==> src/rtl/pixel_streamer.sv <==
// pixel_streamer
//   Reads one square feature-map plane from the on-chip frame buffer and emits it
//   as a raster-order pixel stream with a valid/ready handshake. Markers travel with
//   each pixel: sof on the first pixel, eol on the last pixel of each row, and eof on
//   the last pixel of the frame.
//
//   Optional build macro: ZERO_PAD_EN
//     defined   - adds a one-pixel zero border, so the stream is (N+2)x(N+2). Border
//                 beats carry 0 and issue no memory read.
//     undefined - emits exactly NxN pixels and builds no border logic.
//
// Ports
//   clk          rising-edge clock
//   rst          synchronous active-high reset
//   start        one-cycle pulse; starts a frame (only honoured while idle)
//   stage_width  active width = height N (sampled on an accepted start)
//   base_addr    buffer address of pixel (0,0) (sampled on an accepted start)
//   mem_rd_en    frame-buffer read strobe
//   mem_addr     frame-buffer read address
//   mem_rdata    frame-buffer read data, valid one cycle after mem_rd_en
//   pixel_out    streamed pixel
//   pixel_valid  pixel_out and markers are valid
//   pixel_ready  sink accepts the beat when valid & ready
//   sof/eol/eof  frame markers, qualified by pixel_valid
//   busy         high from the accepted start until done
//   done         one-cycle pulse after the eof beat is accepted
module pixel_streamer #(
  parameter int IMAGE_WIDTH  = 256,
  parameter int IMAGE_HEIGHT = IMAGE_WIDTH,
  parameter int ADDR_W       = 16,
  parameter int DATA_W       = 8
) (
  input  logic                           clk,
  input  logic                           rst,
  input  logic                           start,
  input  logic [$clog2(IMAGE_WIDTH):0]   stage_width,
  input  logic [ADDR_W-1:0]              base_addr,
  output logic                           mem_rd_en,
  output logic [ADDR_W-1:0]              mem_addr,
  input  logic [DATA_W-1:0]              mem_rdata,
  output logic [DATA_W-1:0]              pixel_out,
  output logic                           pixel_valid,
  input  logic                           pixel_ready,
  output logic                           sof,
  output logic                           eol,
  output logic                           eof,
  output logic                           busy,
  output logic                           done
);

  localparam int SW = $clog2(IMAGE_WIDTH) + 1;
  // One extra bit so a padded dimension (N+2) never overflows.
  localparam int CW = SW + 1;
  localparam int EW = DATA_W + 3;

  if (IMAGE_HEIGHT != IMAGE_WIDTH) begin : g_square_chk
    $error("pixel_streamer: IMAGE_HEIGHT must equal IMAGE_WIDTH");
  end
  if (ADDR_W < $clog2(IMAGE_WIDTH * IMAGE_HEIGHT)) begin : g_addr_chk
    $error("pixel_streamer: ADDR_W too narrow for the frame");
  end

  typedef enum logic [1:0] {S_IDLE, S_RUN, S_DRAIN, S_DONE} state_t;

  state_t            state_q, state_d;
  logic [CW-1:0]     row_q, col_q, dim_q;
  logic [ADDR_W-1:0] addr_q;

  // Read issued last cycle; its data is on mem_rdata this cycle.
  logic              pend_q;
  logic              pend_pad_q;
  logic [2:0]        pend_mk_q;   // {sof, eol, eof}

  // Two-entry skid FIFO, entries are {data, sof, eol, eof}.
  logic [EW-1:0]     fifo_q [2];
  logic              rd_ptr_q, wr_ptr_q;
  logic [1:0]        cnt_q;

  logic              size_ok, room, issue, border;
  logic              sof_pos, eol_pos, last_pos;
  logic              push, pop, fire;
  logic [DATA_W-1:0] byp_data;
  logic [EW-1:0]     byp_vec, out_vec;

  assign size_ok  = (stage_width != '0) && (stage_width <= SW'(IMAGE_WIDTH));
  assign sof_pos  = (row_q == '0) && (col_q == '0);
  assign eol_pos  = (col_q == dim_q - CW'(1));
  assign last_pos = eol_pos && (row_q == dim_q - CW'(1));

`ifdef ZERO_PAD_EN
  assign border = (row_q == '0) || (col_q == '0) || eol_pos || (row_q == dim_q - CW'(1));
`else
  assign border = 1'b0;
`endif

  // FIFO occupancy plus the outstanding read must stay below 2.
  assign room  = (cnt_q == 2'd0) || ((cnt_q == 2'd1) && !pend_q);
  assign issue = (state_q == S_RUN) && room;

  assign mem_rd_en = issue && !border;
  assign mem_addr  = addr_q;

  // With an empty FIFO the returning read is presented directly; if the sink stalls
  // it is captured into the FIFO at the same edge, so the visible beat never changes.
  assign byp_data = pend_pad_q ? '0 : mem_rdata;
  assign byp_vec  = {byp_data, pend_mk_q};

  always_comb begin
    out_vec = '0;
    if (cnt_q != 2'd0) out_vec = fifo_q[rd_ptr_q];
    else if (pend_q)   out_vec = byp_vec;
  end

  assign pixel_valid = (cnt_q != 2'd0) || pend_q;
  assign pixel_out   = out_vec[EW-1:3];
  assign sof         = out_vec[2];
  assign eol         = out_vec[1];
  assign eof         = out_vec[0];

  assign fire = pixel_valid && pixel_ready;
  assign push = pend_q && !((cnt_q == 2'd0) && pixel_ready);
  assign pop  = (cnt_q != 2'd0) && pixel_ready;

  assign busy = (state_q == S_RUN) || (state_q == S_DRAIN);
  assign done = (state_q == S_DONE);

  always_ff @(posedge clk) begin
    if (rst) state_q <= S_IDLE;
    else     state_q <= state_d;
  end

  always_comb begin
    state_d = state_q;
    unique case (state_q)
      S_IDLE:  if (start) state_d = size_ok ? S_RUN : S_DRAIN;
      S_RUN:   if (issue && last_pos) state_d = S_DRAIN;
      // An invalid size enters DRAIN with nothing in flight and falls straight through.
      S_DRAIN: if ((fire && eof) || ((cnt_q == 2'd0) && !pend_q)) state_d = S_DONE;
      S_DONE:  state_d = S_IDLE;
      default: state_d = S_IDLE;
    endcase
  end

  always_ff @(posedge clk) begin
    if (rst) begin
      row_q      <= '0;
      col_q      <= '0;
      dim_q      <= '0;
      addr_q     <= '0;
      pend_q     <= 1'b0;
      pend_pad_q <= 1'b0;
      pend_mk_q  <= '0;
      fifo_q[0]  <= '0;
      fifo_q[1]  <= '0;
      rd_ptr_q   <= 1'b0;
      wr_ptr_q   <= 1'b0;
      cnt_q      <= '0;
    end else begin
      if ((state_q == S_IDLE) && start) begin
        row_q  <= '0;
        col_q  <= '0;
        addr_q <= base_addr;
`ifdef ZERO_PAD_EN
        dim_q  <= CW'(stage_width) + CW'(2);
`else
        dim_q  <= CW'(stage_width);
`endif
      end

      pend_q <= issue;
      if (issue) begin
        pend_pad_q <= border;
        pend_mk_q  <= {sof_pos, eol_pos, last_pos};
        // Interior pixels are contiguous in raster order, so a running address
        // replaces base + row*N + col.
        if (!border) addr_q <= addr_q + ADDR_W'(1);
        if (eol_pos) begin
          col_q <= '0;
          row_q <= row_q + CW'(1);
        end else begin
          col_q <= col_q + CW'(1);
        end
      end

      if (push) begin
        fifo_q[wr_ptr_q] <= byp_vec;
        wr_ptr_q         <= ~wr_ptr_q;
      end
      if (pop) rd_ptr_q <= ~rd_ptr_q;
      cnt_q <= cnt_q + 2'(push) - 2'(pop);
    end
  end

endmodule

==> config.mk <==
export PLATFORM = sky130hd
export DESIGN_NAME = pixel_streamer
export DESIGN_NICKNAME = d
export VERILOG_FILES = /design/src/rtl/pixel_streamer.sv
export SDC_FILE = /design/constraint.sdc
export NUM_CORES = 1
export LEC_CHECK = 0
export ABC_CLOCK_PERIOD_IN_PS = 6100
export BUFFER_PORTS_ARGS = -buffer_cell sky130_fd_sc_hd__buf_2
export CORE_ASPECT_RATIO = 1.1
export CORE_UTILIZATION = 45
export CTS_CLUSTER_DIAMETER = 150
export DETAILED_ROUTE_END_ITERATION = 10
export HOLD_SLACK_MARGIN = 0.02
export PLACE_DENSITY_LB_ADDON = 0.12
export RECOVER_POWER = 100
export SKIP_LAST_GASP = 1
export SYNTH_ARGS = -nofsm -noshare
export SYNTH_HDL_FRONTEND = slang
export SYNTH_SLANG_ARGS = --single-unit
==> constraint.sdc <==
create_clock -name clk -period 6.1 [get_ports clk]
set_input_delay 0.305 -clock clk [delete_from_list [all_inputs] [get_ports clk]]
set_output_delay 0.305 -clock clk [all_outputs]
set_load 0.01 [all_outputs]
==> run metrics <==
Setup TNS=0 ns; Cells after DPL=682; routed vias=3943; antenna diode count=0; fin util=51.2%; Post-DRT Antenna Nets=0; row count=38; post-synthesis register bit count=78; status=finished, violations left; Static Leakage=0.00191 µW; Hold WS=0.181 ns; Final Hold Fails=0; worst min path class=input port to flop; Gates resized, CTS repair=0; Worst Tran Pin Value=1.42 ns; Worst EP required=6.35 ns; I/O pin count=68; synth warn=0; non-filler cells, final=698; met1 wire length=5140 µm; Hold Crit Start=base_addr[7]; # DRC=10; WP data arrival=4.48 ns; TritonCTS clock tree=yes; Die Span Y=107 µm; met3 routed WL=407 µm; crit share post-route=69.3%; core area=0.00984 mm²; Slew Limit Fails=0; Pre-antenna DRT Iters=7; final setup fails=0; Die ar.=0.0105 mm²; clk sinks=78; largest area contributor in the synthesized netlist=dfxtp_1; highest routed layer=met4; die width=97.8 µm; top cells by area, synth=dfxtp_1, edfxtp_1, nand2_1; Via density=5.65; Setup crit start kind=flop; clock tree buffer depth=2; worst reg2reg path depth=9; initial antenna violation count=0; max_slew headroom=2.57%; Setup crit end kind=flop; Final nets=623; Area Growth Syn to Fin=11.0%; cts hold-fix bufs=0; root buffer cell=clkbuf_8; Main synth FF type=dfxtp_1; Buffers on Ports=67; largest net degree at the start of global routing=57; ys async rst share=0%; DR WL met2=5080 µm; crit path time final=4.23 ns; Clock Latency Late Sink=0.36 ns; layout cells sized above 1=11.2%; r2r startpoint=dim_q[0]; Post-Syn Nets=583; drt total wl=10800 µm; Routed WL per cell=15.5 µm; Crit Path Category=flop to flop; RSZ-0062 raised after global routing=false; EDFF count, synth=22; hold path depth=3; Yosys top cell area share=24.7%; fmax=236 MHz; most numerous cell in the Yosys netlist=dfxtp_1; power per cell area=347 mW/mm²; cells after synthesis=533; sequential area share after synthesis=39.3%; Avg Cell Area, Syn=8.52 µm²; first-pass GRT wire length=17700 µm; Starting DRT DRC Count=131; GRT Overall Usage=21.2%; Post-synth top cells=dfxtp_1, nand2_1, nor2_1; total CTS buffers=9; initial core utilization=46.1%; final HPWL from detailed placement=7490 µm; crit path max fanout=23; number of setup buffers added after CTS=0; worst vdd ir=0.000193 V; CP Launch Point=dim_q[0]; GR Overflow Total=0; H-tree depth=3; Netlist cell types=64; clock skew=0.0144 ns; max cap viols=1; vias in the first global route=3673; RD Place Congestion=0.877; failing checks=design-rule violations, max-capacitance violations; Worst-path clk slew=0.09 ns; Synth Cell Area=0.00454 mm²
==> power by group <==
part           switching (µW)  internal [µW]
clock network             196            242
logic                     369            240
registers                95.1            604
total                     660           1090
==> cells by family after synthesis <==
logic type      Yosys count  share of synthesized area (%)
simple gates            227                           26.7
mux                      15                           3.36
buf+inv                  59                           5.48
xor+xnor                 31                           5.98
fa+ha+maj                13                           3.58
flops                    78                           39.3
compound gates          110                           15.6
==> final cells by class <==
cell class	instances	area (µm²)
Fill cell	972	4800
Multi-Input combinational cell	396	2500
Sequential cell	78	1780
Timing Repair Buffer	71	315
Tap cell	120	150
Clock buffer	11	141
Clock inverter	5	82.6
Inverter	17	63.8
==> path summary, 6_finish.rpt <==
path / slack (ns) / to
setup / recovery: 1.87 / row_q[7]
setup reg to reg: 1.87 / row_q[7]
hold / removal: 0.18 / mem_addr[7]
hold reg to reg: 0.49 / pend_mk_q[0]
==> per-stage QoR <==
step | setup slack (ns) | instance area, µm² | power [µW]
floorplan | 3.18 | 4540 | 1160
global placement | 2.77 | 4870 | 1330
detailed placement | 2.66 | 4870 | 1340
CTS | 2.64 | 5090 | 1780
global route | 1.37 | 5040 | 1860
finish | 1.87 | 5040 | 1750
==> critical path, cell delays in order, from the launching register on <==
cell,delay [ns]
dfxtp_1,0.40
inv_1,0.09
ha_1,0.27
or4b_2,0.68
nor2_1,0.15
xnor2_1,0.08
a2111oi_0,1.11
nand3_2,0.56
or3_1,0.51
a221oi_1,0.27
==> flip-flops by register name (all words and copies together), names as in the netlist, named ones only <==
register,cells
pend_mk_q,3
fifo_q,22
rd_ptr_q,1
dim_q,9
col_q,10
mem_addr,16
wr_ptr_q,1
row_q,10
pend_q,1
state_q,2
cnt_q,2
==> layout by cell type (no fill, tap or decap), types with 5 or more instances in the layout <==
cell / netlist / final
a21oi_1: 32 / 32
a22oi_1: 5 / 5
a31oi_1: 9 / 9
and2_0: 1 / 18
and2_1: 26 / 9
and3_1: 15 / 15
buf_2: 7 / 36
clkbuf_1: 29 / 35
clkbuf_8: 0 / 10
dfxtp_1: 56 / 56
edfxtp_1: 22 / 22
ha_1: 13 / 13
inv_1: 17 / 17
mux2i_1: 13 / 13
nand2_1: 51 / 51
nand2b_1: 5 / 5
nand3_1: 31 / 31
nor2_1: 35 / 35
nor3_1: 9 / 9
nor4_1: 11 / 11
o21ai_0: 26 / 26
or3_1: 7 / 7
xnor2_1: 18 / 18
xor2_1: 13 / 13
==> per-layer routing <==
metal | vias up | global-route usage, %
met4 | 0 | 7.03
met2 | 63 | 35.2
met3 | 12 | 5.39
li1 | 1987 | -
met5 | - | 0
met1 | 1881 | 26.9
Note: power is estimated with default switching activity, not from simulation.
